**config.mk**
```make
export PLATFORM = sky130hd
export DESIGN_NAME = sync_fifo_param
export DESIGN_NICKNAME = d
export VERILOG_FILES = /design/src/rtl/fifo_pkg.sv /design/src/rtl/fifo_ram.sv /design/src/rtl/sync_fifo_param.sv
export SDC_FILE = /design/constraint.sdc
export NUM_CORES = 1
export LEC_CHECK = 0
export BUFFER_PORTS_ARGS = -buffer_cell sky130_fd_sc_hd__buf_2
export CORE_MARGIN = 2
export CORE_UTILIZATION = 28
export CTS_BUF_LIST = sky130_fd_sc_hd__clkbuf_4 sky130_fd_sc_hd__clkbuf_8
export DETAILED_ROUTE_END_ITERATION = 6
export PLACE_DENSITY_LB_ADDON = 0.1
export SYNTH_ARGS = -nofsm -noshare
export SYNTH_HDL_FRONTEND = slang
export SYNTH_SLANG_ARGS = --single-unit
```
**constraint.sdc**
```tcl
create_clock -name clk_i -period 6.5 [get_ports clk_i]
set_input_delay 1.3 -clock clk_i [delete_from_list [all_inputs] [get_ports clk_i]]
set_output_delay 1.3 -clock clk_i [all_outputs]
set_load 0.01 [all_outputs]
```
**src/rtl/fifo_pkg.sv**
```systemverilog
// Shared FIFO definitions: read-mode enum and pointer-width helper.
package fifo_pkg;

  typedef enum logic {
    FIFO_STD  = 1'b0,
    FIFO_FWFT = 1'b1
  } fifo_mode_e;

  // Pointers carry one extra wrap bit above the storage address.
  function automatic int fifo_ptr_w(input int depth);
    return $clog2(depth) + 1;
  endfunction

endpackage

```
**src/rtl/fifo_ram.sv**
```systemverilog
// Register-array storage: synchronous write, asynchronous read, no reset.
module fifo_ram
  import fifo_pkg::*;
#(
  parameter int DATA_WIDTH   = 8,
  parameter int BUFFER_DEPTH = 16
) (
  input  logic                                  clk_i,
  input  logic                                  we,
  input  logic [fifo_ptr_w(BUFFER_DEPTH)-2:0]   waddr,
  input  logic [DATA_WIDTH-1:0]                 wdata,
  input  logic [fifo_ptr_w(BUFFER_DEPTH)-2:0]   raddr,
  output logic [DATA_WIDTH-1:0]                 rdata
);

  logic [BUFFER_DEPTH-1:0][DATA_WIDTH-1:0] mem;

  always_ff @(posedge clk_i) begin
    if (we) mem[waddr] <= wdata;
  end

  assign rdata = mem[raddr];

endmodule

```
**src/rtl/sync_fifo_param.sv**
```systemverilog
// Single-clock circular-buffer FIFO with selectable standard/FWFT read,
// occupancy count, almost-full/empty thresholds and sticky error flags.
module sync_fifo_param
  import fifo_pkg::*;
#(
  parameter int DATA_WIDTH    = 8,
  parameter int BUFFER_DEPTH  = 16,
  parameter int FWFT          = 0,
  parameter int AFULL_THRESH  = BUFFER_DEPTH - 2,
  parameter int AEMPTY_THRESH = 2
) (
  input  logic                                 clk_i,
  input  logic                                 rst_i,
  input  logic                                 we_i,
  input  logic [DATA_WIDTH-1:0]                din_i,
  output logic                                 wrdy_o,
  output logic                                 afull_o,
  input  logic                                 re_i,
  output logic [DATA_WIDTH-1:0]                dout_o,
  output logic                                 rrdy_o,
  output logic                                 aempty_o,
  output logic [$clog2(BUFFER_DEPTH):0]        count_o,
  input  logic                                 clr_flags_i,
  output logic                                 ovf_o,
  output logic                                 udf_o
);

  localparam int PW = fifo_ptr_w(BUFFER_DEPTH);
  localparam int AW = PW - 1;
  localparam fifo_mode_e MODE = (FWFT != 0) ? FIFO_FWFT : FIFO_STD;
  localparam logic [31:0] AF_T = 32'(AFULL_THRESH);
  localparam logic [31:0] AE_T = 32'(AEMPTY_THRESH);

  logic [PW-1:0]         wr_ptr, rd_ptr, cnt;
  logic                  full, empty, wr_acc, rd_acc;
  logic [DATA_WIDTH-1:0] rdata;

  // Status is decoded purely from the registered pointers.
  assign empty  = (wr_ptr == rd_ptr);
  assign full   = (wr_ptr[AW] != rd_ptr[AW]) && (wr_ptr[AW-1:0] == rd_ptr[AW-1:0]);
  assign cnt    = wr_ptr - rd_ptr;
  assign wr_acc = we_i && !full;
  assign rd_acc = re_i && !empty;

  assign wrdy_o   = !full;
  assign rrdy_o   = !empty;
  assign count_o  = cnt;
  assign afull_o  = (32'(cnt) >= AF_T);
  assign aempty_o = (32'(cnt) <= AE_T);

  always_ff @(posedge clk_i or posedge rst_i) begin
    if (rst_i) begin
      wr_ptr <= '0;
      rd_ptr <= '0;
    end else begin
      if (wr_acc) wr_ptr <= wr_ptr + PW'(1);
      if (rd_acc) rd_ptr <= rd_ptr + PW'(1);
    end
  end

  // A fresh error in the same cycle as a clear keeps the flag set.
  always_ff @(posedge clk_i or posedge rst_i) begin
    if (rst_i) begin
      ovf_o <= 1'b0;
      udf_o <= 1'b0;
    end else begin
      if (we_i && full)       ovf_o <= 1'b1;
      else if (clr_flags_i)   ovf_o <= 1'b0;
      if (re_i && empty)      udf_o <= 1'b1;
      else if (clr_flags_i)   udf_o <= 1'b0;
    end
  end

  fifo_ram #(
    .DATA_WIDTH  (DATA_WIDTH),
    .BUFFER_DEPTH(BUFFER_DEPTH)
  ) u_ram (
    .clk_i(clk_i),
    .we   (wr_acc),
    .waddr(wr_ptr[AW-1:0]),
    .wdata(din_i),
    .raddr(rd_ptr[AW-1:0]),
    .rdata(rdata)
  );

  generate
    if (MODE == FIFO_FWFT) begin : g_fwft
      assign dout_o = rrdy_o ? rdata : '0;
    end else begin : g_std
      logic [DATA_WIDTH-1:0] dout_q;
      always_ff @(posedge clk_i or posedge rst_i) begin
        if (rst_i)       dout_q <= '0;
        else if (rd_acc) dout_q <= rdata;
      end
      assign dout_o = dout_q;
    end
  endgenerate

endmodule

```
==> results of run 1 <==
## cells in the mapped netlist, types with 5 or more instances
cell type | count | share of area [%]
nor2_1 | 28 | 1.7
inv_1 | 11 | 0.68
ha_1 | 9 | 1.9
o22ai_1 | 16 | 1.7
mux2i_1 | 48 | 7.9
edfxtp_1 | 128 | 63
xnor2_1 | 9 | 1.3
o21ai_0 | 6 | 0.50
dfrtp_1 | 20 | 8.3
mux4_2 | 5 | 1.9
nand2_1 | 10 | 0.62
buf_2 | 5 | 0.41
a221oi_1 | 8 | 1.2
a31oi_1 | 8 | 0.83
o21ai_1 | 7 | 0.58
## critical path, cell delays in order, from the launching register on
cell	delay [ps]
dfrtp_1	760
inv_1	230
ha_1	350
nor2b_1	140
o21a_1	170
or3_1	340
a211oi_1	230
buf_2	160
## metal layers
layer / track usage (%) / part of all wire (%) / vias to the layer above / wire (um)
met2: 20.0 / 47 / 68 / 6440
met5: 0 / 0 / - / 0
met1: 18.0 / 47 / 1586 / 6480
met4: 4.49 / 1.2 / 0 / 158
met3: 2.98 / 4.5 / 8 / 619
li1: - / - / 1484 / -
## path summary, 6_finish.rpt
path                            endpoint  slack (ps)  cells past startpoint
max                             aempty_o        2390                      7
min                                ovf_o         520                      2
max reg2reg                u_ram.mem[11]        2970                      6
min reg2reg                        ovf_o         520                      2
max in group asynchronous      rd_ptr[0]        4890                      2
min in group asynchronous      dout_o[6]        1010                      2
## per-stage QoR
stage	total power [uW]	cell area (um^2)
2_1_floorplan	2080	6050
3_3_place_gp	2400	6430
3_5_place_dp	2410	6430
4_1_cts	3140	6830
5_1_grt	3280	6830
6_report	3080	6830
## logic make-up (layout without fill, tap and decap cells)
family | count (synthesis) | in the layout | synth area share [%]
AOI/OAI and AO/OA | 53 | 53 | 5.83
xor gates and xnor gates | 12 | 12 | 1.74
adders and majority gates | 10 | 10 | 2.19
buffers and inverters | 29 | 73 | 2.87
DFF | 148 | 148 | 71.8
muxes | 56 | 56 | 11.1
and+or+nand+nor | 59 | 59 | 4.51
## final cells by class
type                       count  area [um^2]  area share, %
sequential                   148         4350           63.6
inverter                      11         41.3          0.604
clock buffer                  17          234           3.42
timing repair buffer          32          163           2.38
multi-input combinational    190         1540           22.5
clock inverter                13          166           2.44
tap                          275          344           5.04
## power breakdown
| part | internal, uW | leakage [uW] | switching (uW) |
|---|---|---|---|
| Clock | 407 | 0.000201 | 317 |
| Sequential | 1180 | 0.00139 | 139 |
| Combinational | 427 | 0.000805 | 609 |
## flip-flops by register name (all words and copies together) (netlist names)
| name | count |
|---|---|
| u_ram.mem | 128 |
| dout_o | 8 |
| rd_ptr | 5 |
| wr_ptr | 5 |
| ovf_o | 1 |
| udf_o | 1 |
==> run summary, run 1 <==
total grt overflow: 0
Mapped Area: 6050 um^2
most frequent cells in the layout: edfxtp_1, mux2i_1, buf_2
post-DR wirelength/cell: 20.0 um
number of synthesized flops with an enable pin: 128
PnR worst setup slack: 2390 ps
layout cells sized above 1: 16.1%
Slew @ Worst Pin: 1210 ps
Syn Inst Count: 367
Mapped Avg Cell Area: 16.5 um^2
Max Cap Viol: 0
Hold Slack: 519 ps
Post-CTS Hold Fix Bufs: 0
Placer Congestion: 0.721
#FFs+latches synth: 148
Crit Path Max Fanout: 17
Routed WL: 13700 um
# diodes: 0
Net Count, Synth: 390
dominant synthesized flop cell: edfxtp_1
final core area utilization: 32.4%
Initial Util: 28.7%
outcome: finished clean
Setup TNS: 0 ps
Crit. End Element: primary output
number of setup buffers added after CTS: 0
CP arrival: 2810 ps
largest net degree at the start of global routing: 49
Crit Reg-Reg Startpoint: rd_ptr[1]
final std cells w/o fill: 686
clock transition at the registers of the reported paths: 70 ps
hpwl dp: 9030 um
CTS tree: done
Root Driver: clkbuf_8
first-pass GRT wire length: 20500 um
final hold violations: 0
Tightest Hold Check Type: reg2reg
die area: 22800 um^2
critical path class: reg2out
DR vias/cell: 4.59
vias in the first global route: 3135
post-synthesis sequential area ratio: 71.8%
Synth warnings: 0
Die Span Y: 151 um
worst vdd ir: 0.000173 V
Final Max Tran Viols: 0
WP data required: 5200 ps
Slew headroom: 18.7%
min Tclk post-route: 4110 ps
hold path start: ovf_o
Final period util: 63.2%
Rows: 53
DR iter-0 viols: 167
DR pass1 iterations: 6
maximum clock frequency: 243 MHz
CTS-repair resized insts: 0
initial antenna violation count: 0
Worst Skew: 11.3 ps
commonest non-fill, non-tap cell in the layout: edfxtp_1
Net count, final: 423
# fillers: 2097
Core Area: 21100 um^2
area growth from synthesis to layout: 12.9%
Die X: 151 um
setup violators final: 0
Setup WS pre-CTS: 2810 ps
placed cells: 656
Critical Path Source: rd_ptr[1]
post-synth cell types: 39
Clock Path Buffers: 2
H-tree Lvls: 4
ANT nets after route: 0
CTS Buf Count: 17
routed vias: 3146
Critical Path Start Type: flop
unrepaired setup endpoints after global routing: no
async set-or-reset flop fraction in the synthesized netlist: 13.5%
LEAKAGE: 0.00240 uW
clk sinks: 148
IO Port Bufs: 31
DRC: 0
total track usage: 12.9%
Clock Latency Late Sink: 440 ps
PD cells: 451 nW/um^2
num ports: 32
No activity file was read; power rests on OpenSTA's default activity.
==> run 2: changes to the inputs <==
clock period = 3.6 ns   (was 6.5 ns; I/O delays follow)
==> run 2 against run 1 <==
Effect of this change: clock-buffer cell count increased by 4; cell area increased by 1.3%; clock skew increased by 4.5 ps; largest cell class unchanged.
==> run summary, run 2 (synthesis gave the netlist of run 1 again) <==
Setup TNS: 0 ps
DR pass1 iterations: 4
PnR worst setup slack: 356 ps
routed vias: 3213
most used cell, CP: inv_1
DRC: 0
Crit path buffers/inverters: 3
num ports: 32
Die X: 151 um
Routed WL: 14400 um
outcome: finished clean
total grt overflow: 0
vias in the first global route: 3276
PD cells: 796 nW/um^2
largest delay contributor family on the critical path: adder cells
initial antenna violation count: 0
final hold violations: 0
commonest non-fill, non-tap cell in the layout: edfxtp_1
Final period util: 90.1%
ANT nets after route: 0
clock transition at the registers of the reported paths: 80 ps
Setup WS pre-CTS: 818 ps
Largest register FFs: 128
DR iter-0 viols: 219
clk sinks: 148
Slew headroom: 46.2%
Placer Congestion: 0.758
Tightest Hold Check Type: in2async
number of setup buffers added after CTS: 0
Net count, final: 441
worst vdd ir: 0.000289 V
WP data required: 2880 ps
FF-to-FF setup slack: 780 ps
Max Cap Viol: 0
Clock Latency Late Sink: 450 ps
Critical Path Start Type: flop
hpwl dp: 9370 um
DR vias/cell: 4.54
post-DR wirelength/cell: 20.4 um
Crit-path slowest cell: dfrtp_1
Core Area: 21100 um^2
Worst Skew: 15.8 ps
Root Driver: clkbuf_8
H-tree Lvls: 4
Initial Util: 28.7%
CP arrival: 2520 ps
Post-CTS Hold Fix Bufs: 0
LEAKAGE: 0.00247 uW
first-pass GRT wire length: 21100 um
crit path cell chain: inv_1, ha_1, inv_1, fa_1, a21o_1, a21oi_1, xnor2_1, a41o_1, buf_2
Area after DPL: 6570 um^2
Biggest register: u_ram.mem
CTS-repair resized insts: 0
Final Max Tran Viols: 0
CP max stage delay: 420 ps
total track usage: 13.4%
CTS tree: done
CTS Buf Count: 17
IO Port Bufs: 31
most frequent cells in the layout: edfxtp_1, mux2i_1, buf_2
layout cells sized above 1: 20.2%
min Tclk post-route: 3240 ps
Slew @ Worst Pin: 806 ps
setup violators final: 0
Die Span Y: 151 um
final core area utilization: 32.8%
Rows: 53
maximum clock frequency: 308 MHz
design area: 6920 um^2
unrepaired setup endpoints after global routing: no
critical path class: reg2out
Clock Path Buffers: 2
die area: 22800 um^2
Crit Path Max Fanout: 4
largest net degree at the start of global routing: 38
Crit. End Element: primary output
area growth from synthesis to layout: 14.3%
[run 2: final timing paths]
kind,start,endpoint,cells after the start
worst max-delay path,wr_ptr[0],afull_o,9
worst min-delay path,rst_i,ovf_o,2
worst max register to register,rd_ptr[2],u_ram.mem[0],7
worst min register to register,rd_ptr[4],rd_ptr[4],1
max in group asynchronous,rst_i,rd_ptr[0],2
min in group clk_i,clr_flags_i,ovf_o,2
[run 2: routing by layer]
metal	global-route usage (%)	routed length, um
met3	3.28	401
met4	4.49	89
met2	20.6	6850
met1	18.7	7080
met5	0	0
[run 2: power breakdown]
part | internal (uW) | switching [uW]
Clock | 565 | 604
Sequential | 2130 | 203
Combinational | 816 | 1190
Total | 3510 | 2000
[run 2: through the flow]
stage | total power, uW | std cells | hold slack, ps
2_1_floorplan | 3750 | 367 | 502
3_3_place_gp | 4400 | 674 | 518
3_5_place_dp | 4420 | 674 | 528
4_1_cts | 5600 | 706 | 416
5_1_grt | 5850 | 706 | 470
6_report | 5510 | 707 | 415
[run 2: final cells by class]
class                           instances  area [um^2]
Tap cell                              275          344
Timing Repair Buffer                   50          298
Sequential cell                       148         4350
Clock inverter                         11         87.6
Inverter                               11         41.3
Fill cell                            2066        14200
Multi-Input combinational cell        190         1540
Clock buffer                           21          264
Antenna cell                            1         2.50
